File: src/rtl/writeback_unit.sv
// RV32I writeback stage: selects the result source, waits for load data, extracts/extends it.
// Latency: non-load commits 1 cycle after accept; load commits 1 cycle after mem_rvalid or TIMEOUT.
// Backpressure: busy outside IDLE, wb_valid ignored while busy. Misaligned-load faults: WB_MISALIGN_CHECK_EN.
module writeback_unit #(
  parameter int unsigned TIMEOUT = 255
) (
  input  logic        clk,
  input  logic        rst_n,
  input  logic        wb_valid,
  input  logic [1:0]  wb_sel,
  input  logic [2:0]  funct3,
  input  logic [4:0]  rd_in,
  input  logic [31:0] alu_result,
  input  logic [31:0] pc_plus4,
  input  logic [31:0] imm,
  input  logic [31:0] mem_rdata,
  input  logic        mem_rvalid,
  output logic [4:0]  rd_addr,
  output logic [31:0] rd_data,
  output logic        reg_write_enable,
  output logic        busy,
  output logic        done,
  output logic        fault
);

  typedef enum logic [1:0] {
    S_IDLE     = 2'd0,
    S_WAIT_MEM = 2'd1,
    S_COMMIT   = 2'd2
  } state_t;

  localparam logic [1:0] SEL_ALU  = 2'b00;
  localparam logic [1:0] SEL_LOAD = 2'b01;
  localparam logic [1:0] SEL_PC4  = 2'b10;
  localparam logic [1:0] SEL_IMM  = 2'b11;

  localparam logic [7:0] CNT_LAST = 8'(TIMEOUT - 1);

  state_t      state_q, state_d;
  logic [1:0]  sel_q, sel_d;
  logic [2:0]  funct3_q, funct3_d;
  logic [4:0]  rd_q, rd_d;
  logic [31:0] addr_q, addr_d;
  logic [31:0] pc4_q, pc4_d;
  logic [31:0] imm_q, imm_d;
  logic [7:0]  cnt_q, cnt_d;

  logic [4:0]  rd_addr_q, rd_addr_d;
  logic [31:0] rd_data_q, rd_data_d;
  logic        we_q, we_d;
  logic        busy_q, busy_d;
  logic        done_q, done_d;
  logic        fault_q, fault_d;

  logic        misaligned;

  function automatic logic [31:0] src_mux(input logic [1:0]  sel,
                                          input logic [31:0] alu_v,
                                          input logic [31:0] pc4_v,
                                          input logic [31:0] imm_v,
                                          input logic [31:0] load_v);
    logic [31:0] r;
    case (sel)
      SEL_ALU:  r = alu_v;
      SEL_LOAD: r = load_v;
      SEL_PC4:  r = pc4_v;
      default:  r = imm_v;
    endcase
    return r;
  endfunction

  // Little-endian: byte n is word[8n+7:8n]; halfwords select on off[1] only.
  function automatic logic [31:0] extract(input logic [2:0]  f3,
                                          input logic [1:0]  off,
                                          input logic [31:0] word);
    logic [7:0]  b;
    logic [15:0] h;
    logic [31:0] r;
    b = word[8*off +: 8];
    h = off[1] ? word[31:16] : word[15:0];
    case (f3)
      3'b000:  r = {{24{b[7]}}, b};
      3'b100:  r = {24'h0, b};
      3'b001:  r = {{16{h[15]}}, h};
      3'b101:  r = {16'h0, h};
      default: r = word;
    endcase
    return r;
  endfunction

`ifdef WB_MISALIGN_CHECK_EN
  always_comb begin
    misaligned = 1'b0;
    case (funct3_q)
      3'b001, 3'b101: misaligned = addr_q[0];
      3'b010, 3'b011, 3'b110, 3'b111: misaligned = (addr_q[1:0] != 2'b00);
      default: misaligned = 1'b0;
    endcase
  end
`else
  assign misaligned = 1'b0;
`endif

  always_comb begin
    state_d   = state_q;
    sel_d     = sel_q;
    funct3_d  = funct3_q;
    rd_d      = rd_q;
    addr_d    = addr_q;
    pc4_d     = pc4_q;
    imm_d     = imm_q;
    cnt_d     = cnt_q;
    // Outputs are nonzero only for the single COMMIT cycle.
    rd_addr_d = 5'd0;
    rd_data_d = 32'd0;
    we_d      = 1'b0;
    done_d    = 1'b0;
    fault_d   = 1'b0;

    case (state_q)
      S_IDLE: begin
        if (wb_valid && !busy_q) begin
          sel_d    = wb_sel;
          funct3_d = funct3;
          rd_d     = rd_in;
          addr_d   = alu_result;
          pc4_d    = pc_plus4;
          imm_d    = imm;
          cnt_d    = 8'd0;
          if (wb_sel == SEL_LOAD) begin
            state_d = S_WAIT_MEM;
          end else begin
            state_d   = S_COMMIT;
            done_d    = 1'b1;
            rd_addr_d = rd_in;
            rd_data_d = src_mux(wb_sel, alu_result, pc_plus4, imm, 32'd0);
            we_d      = (rd_in != 5'd0);
          end
        end
      end
      S_WAIT_MEM: begin
        if (mem_rvalid) begin
          state_d   = S_COMMIT;
          done_d    = 1'b1;
          rd_addr_d = rd_q;
          fault_d   = misaligned;
          if (!misaligned) begin
            rd_data_d = src_mux(sel_q, addr_q, pc4_q, imm_q,
                                extract(funct3_q, addr_q[1:0], mem_rdata));
          end
          we_d      = (rd_q != 5'd0) && !misaligned;
        end else if (cnt_q == CNT_LAST) begin
          state_d   = S_COMMIT;
          done_d    = 1'b1;
          fault_d   = 1'b1;
          rd_addr_d = rd_q;
        end else begin
          cnt_d = cnt_q + 8'd1;
        end
      end
      S_COMMIT: state_d = S_IDLE;
      default:  state_d = S_IDLE;
    endcase

    busy_d = (state_d != S_IDLE);
  end

  always_ff @(posedge clk or negedge rst_n) begin
    if (!rst_n) begin
      state_q   <= S_IDLE;
      sel_q     <= 2'd0;
      funct3_q  <= 3'd0;
      rd_q      <= 5'd0;
      addr_q    <= 32'd0;
      pc4_q     <= 32'd0;
      imm_q     <= 32'd0;
      cnt_q     <= 8'd0;
      rd_addr_q <= 5'd0;
      rd_data_q <= 32'd0;
      we_q      <= 1'b0;
      busy_q    <= 1'b0;
      done_q    <= 1'b0;
      fault_q   <= 1'b0;
    end else begin
      state_q   <= state_d;
      sel_q     <= sel_d;
      funct3_q  <= funct3_d;
      rd_q      <= rd_d;
      addr_q    <= addr_d;
      pc4_q     <= pc4_d;
      imm_q     <= imm_d;
      cnt_q     <= cnt_d;
      rd_addr_q <= rd_addr_d;
      rd_data_q <= rd_data_d;
      we_q      <= we_d;
      busy_q    <= busy_d;
      done_q    <= done_d;
      fault_q   <= fault_d;
    end
  end

  assign rd_addr          = rd_addr_q;
  assign rd_data          = rd_data_q;
  assign reg_write_enable = we_q;
  assign busy             = busy_q;
  assign done             = done_q;
  assign fault            = fault_q;

endmodule

File: config.mk
export PLATFORM = sky130hd
export DESIGN_NAME = writeback_unit
export DESIGN_NICKNAME = d
export VERILOG_FILES = /design/src/rtl/writeback_unit.sv
export SDC_FILE = /design/constraint.sdc
export NUM_CORES = 1
export LEC_CHECK = 0
export ABC_AREA = 1
export BUFFER_PORTS_ARGS = -buffer_cell sky130_fd_sc_hd__buf_4
export CORE_MARGIN = 1
export CORE_UTILIZATION = 45
export CTS_CLUSTER_SIZE = 24
export DETAILED_ROUTE_END_ITERATION = 12
export PLACE_DENSITY = 0.66
export SYNTH_ARGS = -nofsm -noshare
export SYNTH_HDL_FRONTEND = slang
export SYNTH_SLANG_ARGS = --single-unit
export TNS_END_PERCENT = 30
File: constraint.sdc
create_clock -name clk -period 4.11 [get_ports clk]
set_clock_uncertainty 0.05 [all_clocks]
set_input_delay 1.0275 -clock clk [delete_from_list [all_inputs] [get_ports clk]]
set_output_delay 1.0275 -clock clk [all_outputs]
set_load 0.02 [all_outputs]
Yosys cells after proc, flatten, opt, wreduce, memory -nomap -nowiden
Index checks and enable logic that the tools add are counted.
{"block": "word_totals", "register_bits": 157, "in_bits": 142}
{"block": "classes", "mux": 33, "reduce_logical": 12, "n_shift": 1, "n_eq_ne": 12, "addsub": 1}
{"operator": "$pmux W32 S2", "count": 2}
{"operator": "$pmux W32 S4", "count": 1}
{"operator": "$mux W32", "count": 3}
{"operator": "$pmux W32 S3", "count": 1}
{"operator": "$shiftx A32 B6 Y8", "count": 1}
{"operator": "$mux W8", "count": 3}
{"operator": "$mux W5", "count": 4}
{"operator": "$mux W16", "count": 1}
{"operator": "$pmux W8 S2", "count": 1}
{"operator": "$pmux W5 S2", "count": 1}
{"operator": "$reduce_bool A5 Y1", "count": 2}
{"operator": "$mux W1", "count": 9}
{"operator": "$add A8 B1 Y8 const B", "count": 1}
{"operator": "$eq A8 B8 Y1 const B", "count": 1}
{"operator": "$mux W2", "count": 4}
{"operator": "$eq A2 B1 Y1 const B", "count": 3}
{"operator": "$eq A3 B3 Y1 const B", "count": 2}
{"operator": "$logic_not A2 Y1", "count": 3}
{"operator": "$ne A2 B2 Y1 const B", "count": 3}
{"operator": "$eq A2 B2 Y1 const B", "count": 2}
{"operator": "$pmux W1 S2", "count": 2}
{"operator": "$pmux W2 S2", "count": 1}
{"operator": "$reduce_and A4 Y1", "count": 1}
{"operator": "$reduce_bool A2 Y1", "count": 2}
{"operator": "5 further kinds", "count": 5}

Longest topological paths before layout
Gate-level depths: netlist of the first run.
{"block": "depth", "word_depth": 5, "mapped_depth": 12, "depth_no_buf": 10}

Least setup slack after synthesis of the first run
No wires, ideal clock.
{"block": "synth_timing", "kind": "input-to-reg", "startpoint": "input mem_rdata[31]", "endpoint": "register rd_data_q[17] (netlist: rd_data[17])", "t_arrival_ns": 1.748, "required_ns": 3.944, "path_stages": 11, "slack_ns": 2.196, "setup_ns": 0.116, "path_buffers": 1, "path_cell_list": "inv_1 > nand2_1 > nand2_1 > nor2_1 > nor2_1 > nand2_4 > buf_6 > nand2_1 > nand2_1 > nand2_1 > nand2_1"}
{"block": "synth_between", "elab_chain_cells": 5, "word_cells_on_any_way": 6, "cone_classes": "1 x shift; 5 x mux"}
{"item": "start: declaration", "line_no": "16", "source": "input logic [31:0] mem_rdata,"}
{"item": "$shiftx A32 B6 Y8 or $mux W16 (tied branches)", "line_no": "79, 80"}
{"item": "$pmux W32 S4 *", "line_no": "81", "source": "case (f3)"}
{"item": "$pmux W32 S3 *", "line_no": "63", "source": "case (sel)"}
{"item": "$mux W32 *", "line_no": "142", "source": "if (mem_rvalid) begin"}
{"item": "$pmux W32 S2 *", "line_no": "120", "source": "case (state_q)"}
{"item": "named net rd_data_d[17]", "line_no": "49", "source": "logic [31:0] rd_data_q, rd_data_d;"}
{"item": "end signal: assignment", "line_no": "194", "source": "rd_data_q <= rd_data_d;"}
{"item": "end: declaration", "line_no": "49"}
The timed path passes the listed nets; every way through them passes the cells marked *.
A chain may end at the register's enable or synchronous reset.

Worst setup path in the final report of the first run
{"block": "layout_timing", "startpoint": "register sel_q[1]", "endpoint": "register rd_data_q[31] (netlist: rd_data[31])"}
{"block": "layout_between", "elab_chain_cells": 4, "word_cells_on_any_way": 6, "cone_classes": "2 x eq/ne; 3 x mux; 1 x reduce/logical"}
{"item": "start: declaration", "line_no": "40", "source": "logic [1:0] sel_q, sel_d;"}
{"item": "start signal: assignment", "line_no": "186", "source": "sel_q <= sel_d;"}
{"item": "$eq A2 B2 Y1, or another cell as far along", "line_no": "63"}
{"item": "$pmux W32 S3 *", "line_no": "63"}
{"item": "$mux W32 *", "line_no": "142"}
{"item": "$pmux W32 S2 *", "line_no": "120"}
{"item": "named net rd_data_d[31]", "line_no": "49"}
Marks and branches as above.

==> flow_metrics.env, run 1 <==
export IMPL_status="finished clean"
export IMPL_synth_avg_cell_area_sq_um=7.091
export IMPL_startpoint_type="register"
export IMPL_ir_drop_uv=336.4
export IMPL_synth_largest_area_cell="dfrtp_1"
export IMPL_grt_pass1_wl_um=39340
export IMPL_yosys_area_top_type_share=0.4723
export IMPL_fin_crit_sh=0.6320
export IMPL_r2r_start="sel_q[1]$_DFFE_PN0P_"
export IMPL_synth_area_leaders="dfrtp_1 (47%), nand2_1 (21%), nor2_1 (8.0%), o21ai_0 (5.7%), inv_1 (3.8%)"
export IMPL_ys_top_cells_by_count="nand2_1 (462), nor2_1 (177), dfrtp_1 (157)"
export IMPL_globalplace_congestion=0.8791
export IMPL_critPathKind="reg -> reg"
export IMPL_portBuffers=182
export IMPL_synthArstFlopShare=1.000
export IMPL_grt_usage=0.2743
export IMPL_n_fill_cell=1740
export IMPL_grt_pass1_vias=7568
export IMPL_gr_total_overflow=0
export IMPL_postRouteAntennaNets=0
export IMPL_drt_iter0_drc=749
export IMPL_synthCells=1173
export IMPL_max_cap_violations=0
export IMPL_clockBufferDepth=2
export IMPL_ys_flop_type="dfrtp_1"
export IMPL_power_leakage_nw=5.730
export IMPL_r2r_end="rd_data[31]$_DFF_PN0_"
export IMPL_clock_sinks=157
export IMPL_pwr_density_cell_nw_per_um2=651.6
export IMPL_tightest_slew_ps=1063
export IMPL_clk_pin_slew_ps=60
export IMPL_cts_inserted_buffers=17
export IMPL_setup_tns_ps=0
export IMPL_ios=183
export IMPL_cts_hold_buf=0
export IMPL_totalWireLength_um=24910
export IMPL_syn_num_nets=1317
export IMPL_drv_slew=0
export IMPL_min_path_type="reg -> reg"
export IMPL_syn_area_sq_um=8318
export IMPL_drive_gt1_frac=0.1822
export IMPL_max_clock_freq_mhz=385.0
export IMPL_clk_latency_ps=430
export IMPL_grt_max_degree=99
export IMPL_start_util=0.4615
export IMPL_hold_depth=2
export IMPL_finalNetCount=1465
export IMPL_area_growth_pct=24.68
export IMPL_ff2ff_setup_slack_ps=1510
export IMPL_via_count=8168
export IMPL_dr_pass1_iters=5
export IMPL_slew_headroom=0.2896
export IMPL_dieArea_sq_um=19030
export IMPL_post_cts_setup_buffers=0
export IMPL_die_h_um=138.0
export IMPL_endpoint_kind="register"
export IMPL_min_to="imm_q[7]$_DFFE_PN0P_"
export IMPL_placed_cell_area_sq_um=9766
export IMPL_core_sq_um=18020
export IMPL_fin_area_sq_um=10370
export IMPL_fp_dieW_um=138.0
export IMPL_worst_r2r_path_depth=7
export IMPL_cts_root_buf="clkbuf_16"
export IMPL_synth_most_common_cell="nand2_1"
export IMPL_antenna_found_initial=0
export IMPL_hpwlAfterDp_um=17110
export IMPL_cts_tree="done"
export IMPL_cts_resized=0
export IMPL_finalHoldViolCount=0
export IMPL_h_tree_depth=4
export IMPL_synth_edff_count=0
export IMPL_cp_arrival_ps=2910
export IMPL_min_from="imm_q[7]$_DFFE_PN0P_"
export IMPL_finalSetupViolCount=0
export IMPL_period_needed_ps=2597
export IMPL_worstPathRequired_ps=4420
export IMPL_rsz0062_at_grt="no"
export IMPL_yosysSeqAreaShare=0.4723
export IMPL_whs_ps=429.9
export IMPL_vias_per_cell=5.226
export IMPL_ys_warn_count=0
export IMPL_ys_seq_elements=157
export IMPL_drc_errors=0
export IMPL_antenna_cells=0
export IMPL_yosysUniqueCellTypes=34
export IMPL_rows=49
export IMPL_crit_fanout=31
export IMPL_wl_per_cell_um=15.94
## worst max-delay path, stage by stage, from the launching register on
cell,delay (ps)
dfrtp_1,490
inv_2,540
nand2_1,770
a21oi_1,360
nand2_1,120
nand2_1,80
nand2_1,50
nand2_1,70
## routing by layer
layer / GRT usage / vias up / share of wire
met5: 0 / - / 0
met4: 0.08514 / 0 / 0.017
met3: 0.04825 / 33 / 0.077
met2: 0.4383 / 314 / 0.47
met1: 0.3785 / 3848 / 0.43
li1: - / 3973 / -
## cells in the final DEF, fill, tap and decap left out, drive strengths merged
cell type	synthesis	layout
nand2	466	466
buf	49	192
nor2	178	178
dfrtp	157	157
o21ai	96	96
inv	91	93
a21oi	31	31
nand3	31	31
clkbuf	14	24
o221ai	21	21
a22oi	10	10
nand4	8	8
o22ai	8	8
clkinv	2	5
nor3	4	4
xor2	2	2
ha	2	2
bufinv	0	2
xnor2	1	1
a221oi	1	1
a211oi	1	1
clkinvlp	0	1
## cell families (layout without fill, tap and decap cells)
family | after synthesis | in the layout | synth area share
DFF | 157 | 157 | 0.4723
AOI/OAI and AO/OA | 168 | 168 | 0.1169
xor gates and xnor gates | 3 | 3 | 0.003159
buffers and inverters | 156 | 317 | 0.08032
and+or+nand+nor | 687 | 687 | 0.3243
adders and majority gates | 2 | 2 | 0.003008
## per-stage QoR
step	setup slack, ps	power (mW)	instances	util
2_1_floorplan	2196	4.366	1173	-
3_3_place_gp	1183	5.083	1531	0.5418
3_5_place_dp	1157	5.150	1531	0.5418
4_1_cts	1508	6.772	1563	0.5754
5_1_grt	1342	7.265	1563	0.5754
6_report	1513	6.758	1563	0.5754
## power breakdown
group | internal, mW | switching [mW] | total, mW
logic | 0.913 | 1.75 | 2.66
registers | 2.12 | 0.361 | 2.49
clock network | 0.978 | 0.633 | 1.61
## cell type report
type | instances | area, sq um | share of cell area
timing repair buffer | 192 | 1458 | 0.1405
clock inverter | 8 | 103.9 | 0.01001
clock buffer | 24 | 501.7 | 0.04838
sequential | 157 | 3929 | 0.3788
multi-input combinational | 860 | 3736 | 0.3602
tap | 229 | 286.5 | 0.02763
inverter | 93 | 356.6 | 0.03438
## sequential cells by signal (all words and copies together), names as in the netlist, 2 cells and up
name,flops
cnt_q,8
funct3_q,3
sel_q,2
imm_q,32
rd_q,5
addr_q,32
pc4_q,32
rd_data,32
rd_addr,5
state_q,2
## worst max path at each step
stage,to,depth (start not counted),slack (ps),from
floorplan,rd_data[17]$_DFF_PN0_,11,2200,mem_rdata[31]
global placement,rd_data[26]$_DFF_PN0_,7,1180,wb_sel[0]
detailed placement,rd_data[24]$_DFF_PN0_,7,1160,wb_sel[0]
CTS,rd_data[31]$_DFF_PN0_,7,1510,sel_q[1]$_DFFE_PN0P_
global route,rd_data[31]$_DFF_PN0_,7,1340,sel_q[1]$_DFFE_PN0P_
finish,rd_data[31]$_DFF_PN0_,7,1510,sel_q[1]$_DFFE_PN0P_
(Power assumes the default switching activity.)
==> inputs of run 2 (changes only) <==
PLACE_DENSITY = 0.69   (was 0.66)
clock period = 2.3 ns   (was 4.11 ns; I/O delays follow)
==> run 2 against run 1 <==
  * Global-route usage grew 0.062 points
  * Highest routed layer unchanged
  * Sequential share of layout area shrank 0.65 points
  * Non-clock buffer count grew 16
  * Worst setup slack lost 980 ps
  * Routed wire length grew 1.5%
  * Critical path type unchanged
  * Worst hold slack lost 420 ps
  * Core utilization grew 1.0 points
  * Maximum frequency grew 47%
  * Clock power grew 86%
==> flow_metrics.env, run 2 (same netlist as run 1, synthesis figures left out) <==
export IMPL_vias_per_cell=5.173
export IMPL_cts_resized=0
export IMPL_ios=183
export IMPL_final_cell_mix="nand2_1 (462), buf_4 (202), nor2_1 (176), dfrtp_1 (157), o21ai_0 (94)"
export IMPL_clk_pin_slew_ps=70
export IMPL_grt_usage=0.2750
export IMPL_multi_input_area_sq_um=3736
export IMPL_crit_fanout=16
export IMPL_clockBufferDepth=2
export IMPL_slew_headroom=0.5928
export IMPL_period_needed_ps=1767
export IMPL_max_cap_violations=0
export IMPL_grt_max_degree=94
export IMPL_antenna_found_initial=0
export IMPL_die_h_um=138.0
export IMPL_globalplace_congestion=0.9433
export IMPL_crit_family="simple AND/OR/NAND/NOR gates"
export IMPL_grt_use_met1=0.3724
export IMPL_status="finished clean"
export IMPL_gr_total_overflow=0
export IMPL_h_tree_depth=4
export IMPL_grt_busiest_layer="met2"
export IMPL_power_leakage_nw=5.831
export IMPL_finalHoldViolCount=0
export IMPL_cp_arrival_ps=2040
export IMPL_drt_iter0_drc=704
export IMPL_power_mw=12.41
export IMPL_drc_errors=0
export IMPL_worstPathRequired_ps=2580
export IMPL_crit_chain="inv_4 > nand2_1 > nand3_2 > nand3_4 > nand2_4 > nand2_1 > nand2_1 > nand2_1 > nand2_1"
export IMPL_critPathKind="reg -> reg"
export IMPL_endpoint_kind="register"
export IMPL_drive_gt1_frac=0.1908
export IMPL_fin_crit_sh=0.7684
export IMPL_finalSetupViolCount=0
export IMPL_area_growth_pct=26.86
export IMPL_grt_pass1_vias=7656
export IMPL_portBuffers=182
export IMPL_postRouteAntennaNets=0
export IMPL_startpoint_type="register"
export IMPL_cts_inserted_buffers=17
export IMPL_tightest_slew_ps=610.8
export IMPL_cp_num_buf_inv=1
export IMPL_ir_drop_uv=667.7
export IMPL_antenna_cells=0
export IMPL_slowest_stage="dfrtp_1"
export IMPL_critPathMaxStageDelay_ps=610
export IMPL_cts_root_buf="clkbuf_16"
export IMPL_crit_top_cell="nand2_1"
export IMPL_wl_per_cell_um=16.04
export IMPL_finalNetCount=1481
export IMPL_r2r_start="addr_q[1]$_DFFE_PN0P_"
export IMPL_rows=49
export IMPL_drv_slew=0
export IMPL_ff_latch_area_sq_um=3929
export IMPL_cts_hold_buf=0
export IMPL_grtUsageMet3=0.05080
export IMPL_max_clock_freq_mhz=565.8
export IMPL_grt_pass1_wl_um=39320
export IMPL_totalWireLength_um=25280
export IMPL_fp_dieW_um=138.0
export IMPL_core_sq_um=18020
export IMPL_cts_tree="done"
export IMPL_n_fill_cell=1700
export IMPL_rsz0062_at_grt="no"
export IMPL_crit_start="addr_q[1]$_DFFE_PN0P_"
export IMPL_setup_tns_ps=0
export IMPL_hpwlAfterDp_um=17340
export IMPL_post_cts_setup_buffers=0
export IMPL_final_util=0.5855
export IMPL_clock_sinks=157
export IMPL_final_common_cell="nand2_1"
export IMPL_start_util=0.4615
export IMPL_via_count=8152
export IMPL_min_path_type="in -> async"
export IMPL_pwr_density_cell_nw_per_um2=1176
export IMPL_clk_latency_ps=430
export IMPL_dr_pass1_iters=7
export IMPL_dieArea_sq_um=19030
export IMPL_whs_ps=10.74
export IMPL_use_met2=0.4489
==> run 2: cell type report <==
class | instances | share of cell area
repair buffers | 208 | 0.1543
clock inverters | 9 | 0.01518
well taps | 229 | 0.02715
flip-flops and latches | 157 | 0.3723
inverters | 93 | 0.03379
multi-input cells | 860 | 0.3540
clock buffers | 20 | 0.04328
==> run 2: per-layer routing <==
layer	wire (um)	share of wire	vias to the layer above
li1	-	-	4007
met1	10880	0.43	3794
met2	12060	0.48	322
met3	1970	0.078	29
met4	372	0.015	0
met5	0	0	-
==> run 2: final timing paths <==
path	end	slack, ps	cells after the start
worst max-delay path	rd_data[28]$_DFF_PN0_	530	9
worst min-delay path	rd_data[22]$_DFF_PN0_	10	1
worst max register to register	rd_data[28]$_DFF_PN0_	530	9
worst min register to register	imm_q[25]$_DFFE_PN0P_	430	2
max in group asynchronous	done$_DFF_PN0_	1520	2
min in group clk	fault$_DFF_PN0_	290	2
==> run 2: stage by stage <==
stage          cell area (sq um)  worst slack, ps  std cells
2_1_floorplan               8318            838.3       1173
3_3_place_gp                9936            576.0       1547
3_5_place_dp                9936            527.6       1547
4_1_cts                    10550            532.3       1576
5_1_grt                    10550            375.5       1576
6_report                   10550            532.6       1576
==> run 2: where the power goes <==
| group | internal, mW | switching, mW | total [mW] | leakage [nW] |
|---|---|---|---|---|
| sequential | 3.80 | 0.637 | 4.43 | 2.00 |
| combinational | 1.76 | 3.22 | 4.98 | 3.53 |
| clock | 1.87 | 1.13 | 3.00 | 0.303 |
| total | 7.42 | 4.99 | 12.4 | 5.83 |
